### src/rtl/fsm_16bit.sv
// Two-state controlled 16-bit register: IDLE holds zero, enabling loads SEED,
// then each enabled "check" cycle adds, subtracts or rotates the register.
module fsm_16bit #(
    parameter logic [15:0] SEED = 16'h6453
) (
    input  logic        clock,
    input  logic        reset,
    input  logic        enable,
    input  logic        check,
    input  logic        mode,
    input  logic        direction,
    input  logic [3:0]  value,
    output logic [15:0] outputValue
);

    typedef enum logic {
        IDLE   = 1'b0,
        ACTIVE = 1'b1
    } state_t;

    state_t      state;
    state_t      next_state;
    logic [15:0] next_value;
    logic [15:0] step;

    assign step = {12'b0, value};

    // NOTE: state registers use non-blocking assignments so every flop samples
    // pre-edge values and simulation ordering cannot change the result.
    always_ff @(posedge clock or posedge reset) begin
        if (reset) begin
            state       <= IDLE;
            outputValue <= 16'h0000;
        end else begin
            state       <= next_state;
            outputValue <= next_value;
        end
    end

    // NOTE: defaults come first so no path through the case leaves a signal
    // unassigned, which would otherwise infer a latch.
    always_comb begin
        next_state = state;
        next_value = outputValue;
        case (state)
            IDLE: begin
                // Seed load wins over whatever operation is requested.
                if (enable) begin
                    next_state = ACTIVE;
                    next_value = SEED;
                end
            end
            ACTIVE: begin
                if (enable && check) begin
                    if (!mode) begin
                        next_value = direction ? (outputValue + step)
                                               : (outputValue - step);
                    end else begin
                        next_value = direction ? {outputValue[14:0], outputValue[15]}
                                               : {outputValue[0], outputValue[15:1]};
                    end
                end
            end
            default: begin
                next_state = IDLE;
                next_value = 16'h0000;
            end
        endcase
    end

endmodule

### config.mk
export PLATFORM = sky130hd
export DESIGN_NAME = fsm_16bit
export DESIGN_NICKNAME = d
export VERILOG_FILES = /design/src/rtl/fsm_16bit.sv
export SDC_FILE = /design/constraint.sdc
export NUM_CORES = 1
export LEC_CHECK = 0
export ABC_AREA = 1
export BUFFER_PORTS_ARGS = -buffer_cell sky130_fd_sc_hd__buf_2
export CORE_UTILIZATION = 50
export CTS_CLUSTER_DIAMETER = 30
export DETAILED_ROUTE_END_ITERATION = 12
export PLACE_DENSITY = 0.68
export SYNTH_ARGS = -nofsm -noshare
export SYNTH_HDL_FRONTEND = slang
export SYNTH_SLANG_ARGS = --single-unit
### constraint.sdc
create_clock -name clock -period 2.25 [get_ports clock]
set_clock_uncertainty 0.15 [all_clocks]
set_input_delay 0.225 -clock clock [delete_from_list [all_inputs] [get_ports clock]]
set_output_delay 0.225 -clock clock [all_outputs]
set_load 0.005 [all_outputs]
==> reports/qor.csv <==
stage;metric;value;unit
synth;largest area contributor in the netlist;dfrtp_1;
synth;Post-Syn Instances;338;
synth;synthesized area;0.00205;mm2
synth;#FFs+latches synth;17;
setup_path;reg-to-reg slack, setup;0.19;ns
worst_hold_path;worst hold path type;input port to flip-flop;
synth;Synthesized Nets;367;
synth;multiplexer share of the synthesized area;0;
sta;Final Max Tran Viols;0;
floorplan;DIE AREA;0.00436;mm2
sta;worst hold slack;0.0153;ns
clocking;Clock Latency Late Sink;0.27;ns
clocking;CTS tree;yes;
drt;Vias per Instance;5.26;
power;Pwr Total;2.01;mW
synth;Synth warnings;0;
setup_path;worst path required time;2.30;ns
cells_and_area;leading cell type in the layout, fill and taps excluded;nand2_1;
synth;Netlist cell types;31;
clocking;Max Root-Sink Buffers;2;
clocking;CTS buffer count;3;
drt;vias post-DR;2273;
cells_and_area;layout filler cell count;358;
sta;fin crit share;0.945;
cells_and_area;Final nets;414;
synth;sequential-to-total area share from yosys stat;0.208;
clocking;CTS sink cnt;17;
synth;largest family of logic cells by synthesized area;simple AND/OR/NAND/NOR gates;
synth;Synth Area in Compound Gates;0.151;
floorplan;Initial Util;0.539;
setup_path;Crit path arrival time;2.18;ns
synth;Synth Area in Adders;0.120;
floorplan;core area;0.00380;mm2
grt;largest net degree at the start of global routing;21;
drt;Post-DRT Antenna Nets;0;
sta;Hold Vio Cnt, Final;0;
grt;GRT Resource Usage Total;0.294;
setup_path;Setup crit start kind;input port;
cells_and_area;ant diodes;0;
place;DP HPWL;4560;um
drt;Avg WL per Cell;13.5;um
sta;slew margin rel.;0.506;
floorplan;Die W;66.0;um
flow_run;Max-cap violations;0;
setup_path;CP dominant cell by count;nand2_1;
setup_path;Top delay family on crit path;simple AND/OR/NAND/NOR gates;
power;combinational power share;0.632;
power;Sw Ratio;0.485;
drt;DRT Pass-1 Iters;5;
synth;xor and xnor area share after synthesis;0.00855;
setup_path;slowest stage delay, CP;0.34;ns
cells_and_area;most frequent cells in the layout;106 x nand2_1, 54 x inv_1, 28 x nor2_1;
outcome;status;completed;
sta;RSZ-0062 raised after global routing;yes;
clocking;root buffer cell;clkbuf_8;
grt;first-pass GRT wire length;9600;um
power;P_sw;0.975;mW
power;Pint;1.04;mW
drt;DRC errors left;0;
setup_path;CP cell instances;buf_2 > inv_1 > ha_1 > nand2_1 > nand2_1 > o21ai_1 > buf_4 > ha_1 > nand2_1 > inv_1 > nand2_1 > nand3_2 > nand2_1 > nand2_1 > nand2_1 > nand3_2 > a21oi_2;
sta;setup TNS;0;ns
clocking;H-tree levels;1;
floorplan;# IOs;26;
place;PortBufs;25;
setup_path;Crit Path Max Fanout;6;
power;Clk network pwr share;0.125;
power;worst vdd ir;0.000376;V
cells_and_area;Area growth syn-to-layout;18.9;%
grt;total grt overflow;0;
synth;Synth top area share;0.208;
floorplan;row count;22;
sta;fmax;470;MHz
clocking;clock slew at reported path FFs;0.08;ns
sta;Slew @ Worst Pin;0.740;ns
sta;min Tclk post-route;2.13;ns
setup_path;Slowest-stage cell, CP;ha_1;
setup_path;Buffers & Inverters on Critical Path;4;
grt;antenna violations before repair;0;
power;Lkg Pwr;1.41;nW
drt;final WL;5820;um
place;RePlAce Congestion;0.908;
sta;Final Setup Violations;0;
floorplan;die height;66.0;um
power;Seq pwr share;0.243;
setup_path;critical path class;input port to flip-flop;
synth;largest cells by area after synthesis;dfrtp_1 21%, nand2_1 19%, ha_1 11%, inv_1 9.9%, a21oi_1 5.9%;
drt;Initial DRC Count;182;
setup_path;Setup crit end kind;flip-flop;
grt;vias in the first global route;2071;
power;Cell Pwr Density;826;mW/mm2
cells_and_area;layout cell share with drive strength beyond 1;0.216;
synth;syn avg cell area;6.06;um2
synth;simple-gate portion of the synthesized area;0.385;
power by group through the flow:
stage	Combinational, mW	Clock [mW]	Sequential, mW
after floorplan	0.835	0	0.474
after global placement	1.23	0	0.493
after detailed placement	1.24	0	0.491
after CTS	1.25	0.256	0.486
after global routing	1.43	0.270	0.499
final	1.27	0.252	0.489
cell type report:
cell class | count | area [um2] | share of cell area
clock buffer | 3 | 41.3 | 0.0170
clock inverter | 1 | 5.00 | 0.00206
inverter | 57 | 214 | 0.0879
multi-input combinational | 256 | 1370 | 0.564
sequential | 17 | 425 | 0.175
tap | 48 | 60.1 | 0.0247
timing repair buffer | 50 | 315 | 0.129
cell families (layout without fill, tap and decap cells):
family / Yosys count / count (layout)
and+or+nand+nor: 179 / 179
buffers and inverters: 65 / 111
AOI/OAI and AO/OA: 56 / 56
adders and majority gates: 19 / 19
DFF: 17 / 17
xor gates and xnor gates: 2 / 2
registers in the layout (all words and copies together), names as in the netlist:
register and cells:
state 1, outputValue 16
per-stage QoR:
stage               cell area, um2  cells  worst slack [ns]   util
CTS                           2420    432            0.0952  0.638
detailed placement            2370    427            -0.185  0.623
global placement              2370    427            -0.177  0.623
finish                        2430    432             0.124  0.641
global route                  2430    432           -0.0241  0.641
floorplan                     2050    338            0.0686      -
cell usage after synthesis:
master and number:
nand2_1 106, inv_1 54, nor2_1 28, a21oi_1 24, ha_1 18, nand3_1 18, dfrtp_1 17, o21ai_0 17
nand3_2 7, nand2_2 6, buf_2 5, nor2_2 5, o21ai_1 4, a21oi_2 3, inv_2 3, o211ai_1 3
a22oi_1 2, and2_1 2, nor3_1 2, or2_2 2, xor2_1 2, a31oi_1 1, buf_4 1, buf_6 1
clkbuf_1 1, fa_1 1, nand3b_1 1, nand4_1 1, o21bai_1 1, o22ai_1 1, or2_4 1
worst paths after layout:
kind | from | cells past startpoint | end
setup reg to reg | outputValue[0]$_DFFE_PP0P_ | 12 | outputValue[8]$_DFFE_PP0P_
hold / removal | enable | 2 | state$_DFF_PP0_
hold reg to reg | state$_DFF_PP0_ | 1 | state$_DFF_PP0_
min in group asynchronous | reset | 3 | outputValue[14]$_DFFE_PP0P_
max in group asynchronous | reset | 3 | outputValue[5]$_DFFE_PP0P_
setup / recovery | value[1] | 17 | outputValue[14]$_DFFE_PP0P_
routing by layer:
layer / vias to the layer above / wire length [um] / GRT usage
met3: 8 / 430 / 0.0293
met4: 0 / 92 / 0.0771
li1: 1162 / - / -
met2: 97 / 2470 / 0.466
met1: 1006 / 2830 / 0.422
met5: - / 0 / 0
timing repair:
item | 4_1_cts | 5_1_grt
setup buffers | 0 | 0
endpoints found under the setup margin | 0 | 10
hold endpoints to repair | 17 | 0
resized for setup | 0 | 5
hold buffers | 1 | 0
Power figures use the tool's default switching activity.
